File: src/rtl/present_pkg.sv
// PRESENT-64 shared definitions.
// Holds the 4-bit S-box and its inverse, the bit permutation and its inverse,
// the forward and inverse key-schedule updates for 80- and 128-bit keys, and
// the FSM state encoding used by present_iter_core.
package present_pkg;

   // Nibble x of each table sits at bits [4x+3:4x].
   localparam logic [63:0] SBOX     = 64'h21748FE3DA09B65C;
   localparam logic [63:0] INV_SBOX = 64'hA970364BD21C8FE5;

   typedef enum logic [1:0] {
      ST_IDLE     = 2'd0,
      ST_ROUND    = 2'd1,
      ST_DONE     = 2'd2,
      ST_KEYSCHED = 2'd3
   } state_t;

   function automatic logic [3:0] sbox4(input logic [3:0] x);
      return SBOX[{x, 2'b00} +: 4];
   endfunction

   function automatic logic [3:0] inv_sbox4(input logic [3:0] x);
      return INV_SBOX[{x, 2'b00} +: 4];
   endfunction

   function automatic logic [63:0] sbox_layer(input logic [63:0] d);
      logic [63:0] o;
      for (int i = 0; i < 16; i++) o[4*i +: 4] = sbox4(d[4*i +: 4]);
      return o;
   endfunction

   function automatic logic [63:0] inv_sbox_layer(input logic [63:0] d);
      logic [63:0] o;
      for (int i = 0; i < 16; i++) o[4*i +: 4] = inv_sbox4(d[4*i +: 4]);
      return o;
   endfunction

   // Bit i moves to (16*i) mod 63; bit 63 is a fixed point.
   function automatic logic [63:0] p_layer(input logic [63:0] d);
      logic [63:0] o;
      o[63] = d[63];
      for (int i = 0; i < 63; i++) o[(16*i) % 63] = d[i];
      return o;
   endfunction

   function automatic logic [63:0] inv_p_layer(input logic [63:0] d);
      logic [63:0] o;
      o[63] = d[63];
      for (int i = 0; i < 63; i++) o[i] = d[(16*i) % 63];
      return o;
   endfunction

   // Rotate left 61, S-box the top nibble, fold the round counter in.
   function automatic logic [79:0] key_upd80(input logic [79:0] k, input logic [4:0] rc);
      logic [79:0] t;
      t          = {k[18:0], k[79:19]};
      t[79:76]   = sbox4(t[79:76]);
      t[19:15]   = t[19:15] ^ rc;
      return t;
   endfunction

   function automatic logic [127:0] key_upd128(input logic [127:0] k, input logic [4:0] rc);
      logic [127:0] t;
      t          = {k[66:0], k[127:67]};
      t[127:124] = sbox4(t[127:124]);
      t[123:120] = sbox4(t[123:120]);
      t[66:62]   = t[66:62] ^ rc;
      return t;
   endfunction

   // Exact inverses of the two updates above: undo the XOR, undo the S-box,
   // then rotate right 61.
   function automatic logic [79:0] inv_key_upd80(input logic [79:0] k, input logic [4:0] rc);
      logic [79:0] t;
      t          = k;
      t[19:15]   = t[19:15] ^ rc;
      t[79:76]   = inv_sbox4(t[79:76]);
      return {t[60:0], t[79:61]};
   endfunction

   function automatic logic [127:0] inv_key_upd128(input logic [127:0] k, input logic [4:0] rc);
      logic [127:0] t;
      t          = k;
      t[66:62]   = t[66:62] ^ rc;
      t[127:124] = inv_sbox4(t[127:124]);
      t[123:120] = inv_sbox4(t[123:120]);
      return {t[60:0], t[127:61]};
   endfunction

endpackage

File: src/rtl/present_iter_core_if.sv
// Streaming handshake bundle for present_iter_core.
// master: upstream/downstream side (drives in_valid, plaintext, key,
//         out_ready and, with PRESENT_DECRYPT_EN, dec).
// slave : the core (drives in_ready, out_valid, ciphertext).
interface present_iter_core_if #(parameter int KEY_W = 80);
   logic             in_valid;
   logic             in_ready;
   logic [63:0]      plaintext;
   logic [KEY_W-1:0] key;
   logic             out_valid;
   logic             out_ready;
   logic [63:0]      ciphertext;
`ifdef PRESENT_DECRYPT_EN
   logic             dec;
`endif

   modport master (
`ifdef PRESENT_DECRYPT_EN
      output dec,
`endif
      output in_valid, plaintext, key, out_ready,
      input  in_ready, out_valid, ciphertext
   );

   modport slave (
`ifdef PRESENT_DECRYPT_EN
      input  dec,
`endif
      input  in_valid, plaintext, key, out_ready,
      output in_ready, out_valid, ciphertext
   );
endinterface

File: src/rtl/present_round.sv
// One PRESENT encryption round, purely combinational:
//   nxt = pLayer(sBoxLayer(st ^ rk))
// Ports: st (64, state in), rk (64, round key), nxt (64, next state).
import present_pkg::*;

module present_round (
   input  logic [63:0] st,
   input  logic [63:0] rk,
   output logic [63:0] nxt
);
   assign nxt = p_layer(sbox_layer(st ^ rk));
endmodule

File: src/rtl/present_iter_core.sv
// Iterative PRESENT-64 core: one round per clock, key schedule on the fly.
// Encrypt: accept -> NUM_ROUNDS ROUND cycles -> DONE (out_valid held until
// out_ready). Optional decrypt (macro PRESENT_DECRYPT_EN): KEYSCHED runs the
// forward schedule to K_{N+1} plus one whitening cycle, then NUM_ROUNDS
// inverse rounds walk the key schedule backwards.
// Ports: clk, rst_n (async active-low), bus (present_iter_core_if.slave:
//   in_valid/in_ready/plaintext/key[/dec], out_valid/out_ready/ciphertext).
import present_pkg::*;

module present_iter_core #(
   parameter int KEY_W      = 80,
   parameter int NUM_ROUNDS = 31
) (
   input logic                clk,
   input logic                rst_n,
   present_iter_core_if.slave bus
);
   localparam logic [4:0] LAST = 5'(NUM_ROUNDS);

   if (!(KEY_W == 80 || KEY_W == 128)) begin : g_bad_key_w
      $error("present_iter_core: KEY_W must be 80 or 128");
   end
   if (NUM_ROUNDS < 1 || NUM_ROUNDS > 31) begin : g_bad_rounds
      $error("present_iter_core: NUM_ROUNDS must be in 1..31");
   end

   state_t           state;
   logic [63:0]      st;
   logic [KEY_W-1:0] kreg;
   logic [4:0]       rc;
   logic             in_ready_q;
   logic             out_valid_q;
   logic [63:0]      ct_q;

   logic [KEY_W-1:0] k_fwd;
   logic [63:0]      rk;
   logic [63:0]      round_out;

   assign rk = kreg[KEY_W-1 -: 64];

   present_round u_round (
      .st  (st),
      .rk  (rk),
      .nxt (round_out)
   );

`ifdef PRESENT_DECRYPT_EN
   logic             dec_q;
   logic [KEY_W-1:0] k_inv;
   logic [63:0]      inv_out;
`endif

   if (KEY_W == 128) begin : g_k128
      assign k_fwd = key_upd128(kreg, rc);
`ifdef PRESENT_DECRYPT_EN
      assign k_inv = inv_key_upd128(kreg, rc);
`endif
   end else begin : g_k80
      assign k_fwd = key_upd80(kreg, rc);
`ifdef PRESENT_DECRYPT_EN
      assign k_inv = inv_key_upd80(kreg, rc);
`endif
   end

`ifdef PRESENT_DECRYPT_EN
   // Inverse round uses K_rc, recovered from K_{rc+1} held in kreg.
   assign inv_out = inv_sbox_layer(inv_p_layer(st)) ^ k_inv[KEY_W-1 -: 64];
`endif

   assign bus.in_ready   = in_ready_q;
   assign bus.out_valid  = out_valid_q;
   assign bus.ciphertext = ct_q;

   // NOTE: state registers use non-blocking assignments so every branch sees
   // the pre-edge values of st/kreg/rc, matching the combinational round logic.
   always_ff @(posedge clk or negedge rst_n) begin
      if (!rst_n) begin
         state       <= ST_IDLE;
         in_ready_q  <= 1'b0;
         out_valid_q <= 1'b0;
         ct_q        <= '0;
         rc          <= '0;
         // NOTE: st/kreg are overwritten on every accept, so their reset is
         // only for a clean, X-free state after an abort.
         st          <= '0;
         kreg        <= '0;
`ifdef PRESENT_DECRYPT_EN
         dec_q       <= 1'b0;
`endif
      end else begin
         case (state)
            ST_IDLE: begin
               if (bus.in_valid && in_ready_q) begin
                  st         <= bus.plaintext;
                  kreg       <= bus.key;
                  rc         <= 5'd1;
                  in_ready_q <= 1'b0;
`ifdef PRESENT_DECRYPT_EN
                  dec_q      <= bus.dec;
                  state      <= bus.dec ? ST_KEYSCHED : ST_ROUND;
`else
                  state      <= ST_ROUND;
`endif
               end else begin
                  in_ready_q <= 1'b1;
               end
            end

`ifdef PRESENT_DECRYPT_EN
            // rc=1..N: forward key updates; rc wraps to 0 for one whitening
            // cycle, then the inverse rounds start at rc=N.
            ST_KEYSCHED: begin
               if (rc == 5'd0) begin
                  st    <= st ^ rk;
                  rc    <= LAST;
                  state <= ST_ROUND;
               end else begin
                  kreg <= k_fwd;
                  rc   <= (rc == LAST) ? 5'd0 : rc + 5'd1;
               end
            end
`endif

            ST_ROUND: begin
`ifdef PRESENT_DECRYPT_EN
               if (dec_q) begin
                  st   <= inv_out;
                  kreg <= k_inv;
                  rc   <= rc - 5'd1;
                  if (rc == 5'd1) begin
                     ct_q        <= inv_out;
                     out_valid_q <= 1'b1;
                     state       <= ST_DONE;
                  end
               end else
`endif
               begin
                  st   <= round_out;
                  kreg <= k_fwd;
                  rc   <= rc + 5'd1;
                  if (rc == LAST) begin
                     // Final whitening with K_{N+1}.
                     ct_q        <= round_out ^ k_fwd[KEY_W-1 -: 64];
                     out_valid_q <= 1'b1;
                     state       <= ST_DONE;
                  end
               end
            end

            ST_DONE: begin
               if (bus.out_ready) begin
                  out_valid_q <= 1'b0;
                  in_ready_q  <= 1'b1;
                  state       <= ST_IDLE;
               end
            end

            default: state <= ST_IDLE;
         endcase
      end
   end
endmodule

File: src/flat_wrapper.sv
// flat-port wrapper written by rule: the top's interface ports become plain ports
module present_iter_core_flat 
#(
   parameter int KEY_W      = 80,
   parameter int NUM_ROUNDS = 31
)
  (clk, rst_n, bus_in_valid, bus_plaintext, bus_key, bus_out_ready, bus_in_ready, bus_out_valid, bus_ciphertext);
  present_iter_core_if #(.KEY_W(KEY_W)) bus_i ();
  input logic clk;
  input logic rst_n;
  input wire logic [$bits(bus_i.in_valid)-1:0] bus_in_valid;
  input wire logic [$bits(bus_i.plaintext)-1:0] bus_plaintext;
  input wire logic [$bits(bus_i.key)-1:0] bus_key;
  input wire logic [$bits(bus_i.out_ready)-1:0] bus_out_ready;
  output wire logic [$bits(bus_i.in_ready)-1:0] bus_in_ready;
  output wire logic [$bits(bus_i.out_valid)-1:0] bus_out_valid;
  output wire logic [$bits(bus_i.ciphertext)-1:0] bus_ciphertext;
  assign bus_i.in_valid = bus_in_valid;
  assign bus_i.plaintext = bus_plaintext;
  assign bus_i.key = bus_key;
  assign bus_i.out_ready = bus_out_ready;
  assign bus_in_ready = bus_i.in_ready;
  assign bus_out_valid = bus_i.out_valid;
  assign bus_ciphertext = bus_i.ciphertext;
  present_iter_core #(.KEY_W(KEY_W), .NUM_ROUNDS(NUM_ROUNDS)) u_core (.clk(clk), .rst_n(rst_n), .bus(bus_i));
endmodule
File: config.mk
export PLATFORM = sky130hd
export DESIGN_NAME = present_iter_core_flat
export DESIGN_NICKNAME = d
export VERILOG_FILES = /design/src/rtl/present_pkg.sv /design/src/rtl/present_iter_core_if.sv /design/src/rtl/present_round.sv /design/src/rtl/present_iter_core.sv /design/src/flat_wrapper.sv
export SDC_FILE = /design/constraint.sdc
export NUM_CORES = 1
export LEC_CHECK = 0
export CORE_MARGIN = 2
export CORE_UTILIZATION = 50
export CTS_CLUSTER_SIZE = 24
export DETAILED_ROUTE_END_ITERATION = 16
export GPL_TIMING_DRIVEN = 0
export HOLD_SLACK_MARGIN = 0.1
export PLACE_DENSITY_LB_ADDON = 0.08
export SYNTH_ARGS = -nofsm -noshare
export SYNTH_HDL_FRONTEND = slang
export SYNTH_HIERARCHICAL = 1
export SYNTH_SLANG_ARGS = --single-unit
File: constraint.sdc
create_clock -name clk -period 3.3 [get_ports clk]
set_input_delay 0.66 -clock clk [delete_from_list [all_inputs] [get_ports clk]]
set_output_delay 0.66 -clock clk [all_outputs]
set_load 0.1 [all_outputs]
==> results.rst <==
.. list-table::
   :header-rows: 1

   * - Metric
     - Value
   * - Initial Utilization
     - 0.507
   * - Number of synthesized register bits
     - 217
   * - Signed area change from the synthesized netlist to the final layout
     - 26.4%
   * - Routed wirelength normalized by instance count
     - 23.2 um
   * - Reg2Reg Depth
     - 7
   * - Required time at the endpoint of the critical path
     - 3.76 ns
   * - Post-route ant nets
     - 0
   * - Dominant cell by count in the synthesized netlist
     - sky130_fd_sc_hd__nand2_1
   * - Via count
     - 11799
   * - Syn avg cell area
     - 9.11 um^2
   * - Die height
     - 166 um
   * - Crit-path max FO
     - 8
   * - Final Skew
     - 0.0162 ns
   * - Critical Path Most Common Cell
     - sky130_fd_sc_hd__xnor2_1
   * - Critical path capture point
     - u_core/bus.ciphertext[48]$_DFFE_PN0P_
   * - Final number of setup-violating endpoints
     - 0
   * - Post-synthesis instance total
     - 1442
   * - Clock tree from TritonCTS
     - built
   * - Final hold violation count
     - 0
   * - Worst reg-to-reg setup slack
     - 0.48 ns
   * - Cell count along the critical path
     - 7
   * - Remaining DRCs
     - 0
   * - Routability congestion estimate
     - 0.951
   * - Startpoint of the most critical register-to-register path
     - u_core/kreg[17]$_DFFE_PN0P_
   * - Cell with the largest stage delay on the worst path
     - sky130_fd_sc_hd__a311oi_1
   * - Share of flip-flops with an asynchronous set or reset after synthesis
     - 1.00
   * - Count of fill cells added during filler insertion
     - 2240
   * - Worst hold-check path type
     - flop to flop
   * - Delay contributed by the slowest stage of the critical path
     - 0.84 ns
   * - Max-capacitance violation count
     - 0
   * - Largest area contributor in the netlist
     - sky130_fd_sc_hd__dfrtp_1
   * - Floorplan die area
     - 27600 um^2
   * - Pre-antenna DRT Iters
     - 7
   * - Clock root cell
     - sky130_fd_sc_hd__clkbuf_16
   * - Maximum number of pins on one net before global-route repair
     - 89
   * - Final period utilization
     - 0.856
   * - Sequence of cells on the critical path
     - xnor2_1 > inv_1 > ha_1 > and3_1 > a311oi_1 > xnor2_1 > o21ai_0
   * - Met3 layer usage reported by global route
     - 0.0705
   * - Clock latency on the worst-skew pair
     - 0.54 ns
   * - Die span in x
     - 166 um
   * - Number of design-rule violations left by the first detailed-router iteration
     - 1083
   * - Via density
     - 5.79
   * - Worst Hold Launch
     - u_core/bus.ciphertext[29]$_DFFE_PN0P_
   * - Total length of routed wires
     - 47400 um
   * - Type of the worst setup path
     - flop to flop
   * - Number of global-route vias before repair
     - 11710
   * - Remaining max-slew budget at the tightest pin
     - 0.0941
   * - Share of layout cells above drive strength 1
     - 0.0992
   * - Post-CTS Setup Repair Bufs
     - 0
   * - Clock period minus worst slack
     - 2.82 ns
   * - Ranking of synthesized cells by area
     - sky130_fd_sc_hd__dfrtp_1, sky130_fd_sc_hd__nand2_1, sky130_fd_sc_hd__xnor2_1
   * - Highest attainable clock frequency
     - 354 MHz
   * - R2R Path End
     - u_core/bus.ciphertext[48]$_DFFE_PN0P_
   * - Unrepaired setup endpoints after global routing
     - false
   * - Number of enable-type register cells in the synthesized netlist
     - 0
   * - Busiest grt layer
     - met2
   * - Clk buf depth
     - 3
   * - Critical path endpoint category
     - flop
   * - Port buffer count
     - 213
   * - Final net count
     - 1889
   * - CP delay by family, top
     - compound AO/OA/AOI/OAI gates
   * - Final WS setup
     - 0.476 ns
   * - Beginning of the critical path
     - u_core/kreg[17]$_DFFE_PN0P_
   * - HPWL after DPL
     - 36400 um
   * - Std-Cell Core Area
     - 25900 um^2
   * - Most frequent cells after synthesis
     - sky130_fd_sc_hd__nand2_1, sky130_fd_sc_hd__dfrtp_1, sky130_fd_sc_hd__nor2_1
   * - Total clock sinks
     - 217
   * - Worst slack after detailed placement
     - 0.634 ns
   * - Combined buffer and inverter count along the critical path
     - 1
   * - Sequential cell area
     - 5430 um^2
   * - Routing usage on met1
     - 0.464
   * - Number of distinct library cells after synthesis
     - 45
   * - Combined area of the multi-input logic cells
     - 7070 um^2
   * - Dominant register cell in the synthesized netlist
     - sky130_fd_sc_hd__dfrtp_1
   * - Number of antenna violations at the first check in global routing
     - 0
   * - Data arrival time at the worst-slack endpoint
     - 3.28 ns
   * - Area fraction of the dominant cell type after synthesis
     - 0.413
   * - GRT Residual Overflow
     - 0
   * - Total routing resource utilization after global routing
     - 0.340
   * - Post-synthesis instance area
     - 13100 um^2
   * - Result of the run
     - completed
   * - Global routing usage on met2
     - 0.530
   * - Critical Path Start Type
     - flop
   * - Number of synthesis warnings
     - 6
   * - IO Pins
     - 214
   * - Part of the Yosys area used for sequential elements
     - 0.413
   * - Count of standard-cell rows
     - 59
   * - CTS H-Tree Depth
     - 1
   * - Number of slew-limit violations in the final report
     - 0
   * - Clock-pin slew on the worst setup and hold paths
     - 0.06 ns
   * - Transition time at the pin with the least slew margin
     - 1.35 ns
   * - Wire length of the first global-routing pass
     - 70500 um
   * - Number of clock buffers inserted by TritonCTS
     - 26
   * - Net count of the mapped netlist
     - 1645
worst min-delay path by stage:
| stage | endpoint | slack (ns) | cells after the start |
|---|---|---|---|
| 2_1_floorplan | u_core/bus.ciphertext[0]$_DFFE_PN0P_ | 0.36 | 0 |
| 3_3_place_gp | u_core/bus.ciphertext[43]$_DFFE_PN0P_ | 0.46 | 2 |
| 3_5_place_dp | u_core/bus.ciphertext[29]$_DFFE_PN0P_ | 0.47 | 2 |
| 4_1_cts | u_core/bus.ciphertext[29]$_DFFE_PN0P_ | 0.48 | 2 |
| 5_1_grt | u_core/bus.ciphertext[24]$_DFFE_PN0P_ | 0.50 | 2 |
| 6_report | u_core/bus.ciphertext[29]$_DFFE_PN0P_ | 0.48 | 2 |
cell type report:
type	instances	area share
multi-input cells	1082	0.426
inverters	64	0.0145
repair buffers	216	0.133
clock inverters	6	0.00482
well taps	335	0.0252
clock buffers	39	0.0458
plain buffers	79	0.0240
diodes	1	0.000151
flip-flops and latches	217	0.327
per-layer routing:
layer,vias up,routed length [um],part of all wire
li1,5369,-,-
met1,5730,19600,0.41
met2,589,21300,0.45
met3,111,4250,0.090
met4,0,2240,0.047
met5,-,0,0
flip-flops by register name (all words and copies together), names as in the netlist:
signal,cells
u_core/bus.ciphertext,64
u_core/bus.in_ready,1
u_core/bus.out_valid,1
u_core/kreg,80
u_core/rc,5
u_core/st,64
u_core/state,2
worst min-delay path, delay by kind of cell, from the launching register on:
kind,cells,cell delay [ns]
AOI/OAI and AO/OA,1,0.06
DFF,1,0.34
and+or+nand+nor,1,0.05
cells in the final DEF, fill, tap and decap left out, drive strengths merged, types with 8 or more instances in the layout:
cell and count:
nor3 8, mux2 16, a311oi 8, xnor2 113
xor2 44, mux2i 29, ha 55, nand2 351
nor2 157, inv 64, and3 10, clkdlybuf4s50 212
clkbuf 55, o22ai 11, mux4 27, o21ai 88
a31oi 127, buf 66, dfrtp 217
per-stage QoR:
| stage | hold slack (ns) | instance area, um^2 | std cells | setup TNS [ns] | utilization |
|---|---|---|---|---|---|
| after floorplan | 0.364 | 13100 | 1442 | 0 | - |
| after global placement | 0.463 | 15700 | 1990 | -1730.01 | 0.605 |
| after detailed placement | 0.470 | 15700 | 1992 | 0 | 0.608 |
| after CTS | 0.483 | 16600 | 2038 | 0 | 0.641 |
| after global routing | 0.500 | 16600 | 2038 | 0 | 0.641 |
| final | 0.477 | 16600 | 2039 | 0 | 0.641 |
timing repair:
action                                  in CTS  in global routing
endpoints found under the hold margin       46                  0
hold buffers                                 1                  0
resized for setup                            0                  0
endpoints found under the setup margin       0                  0
logic make-up (layout without fill, tap and decap cells):
group                    Yosys count  count (layout)  share of synthesized area
AO/OA/AOI/OAI                    260             260                      0.121
other                              0               1                          0
buffers and inverters            143             404                     0.0487
adder cells (fa/ha/maj)           55              55                     0.0524
multiplexers                      72              72                     0.0844
XOR/XNOR                         157             157                      0.122
flip-flops                       217             217                      0.413
AND/OR/NAND/NOR                  538             538                      0.159
Power is left out: the tool's default activity adds up to more than one toggle a clock period on the data nets, which glitch-free logic cannot reach.
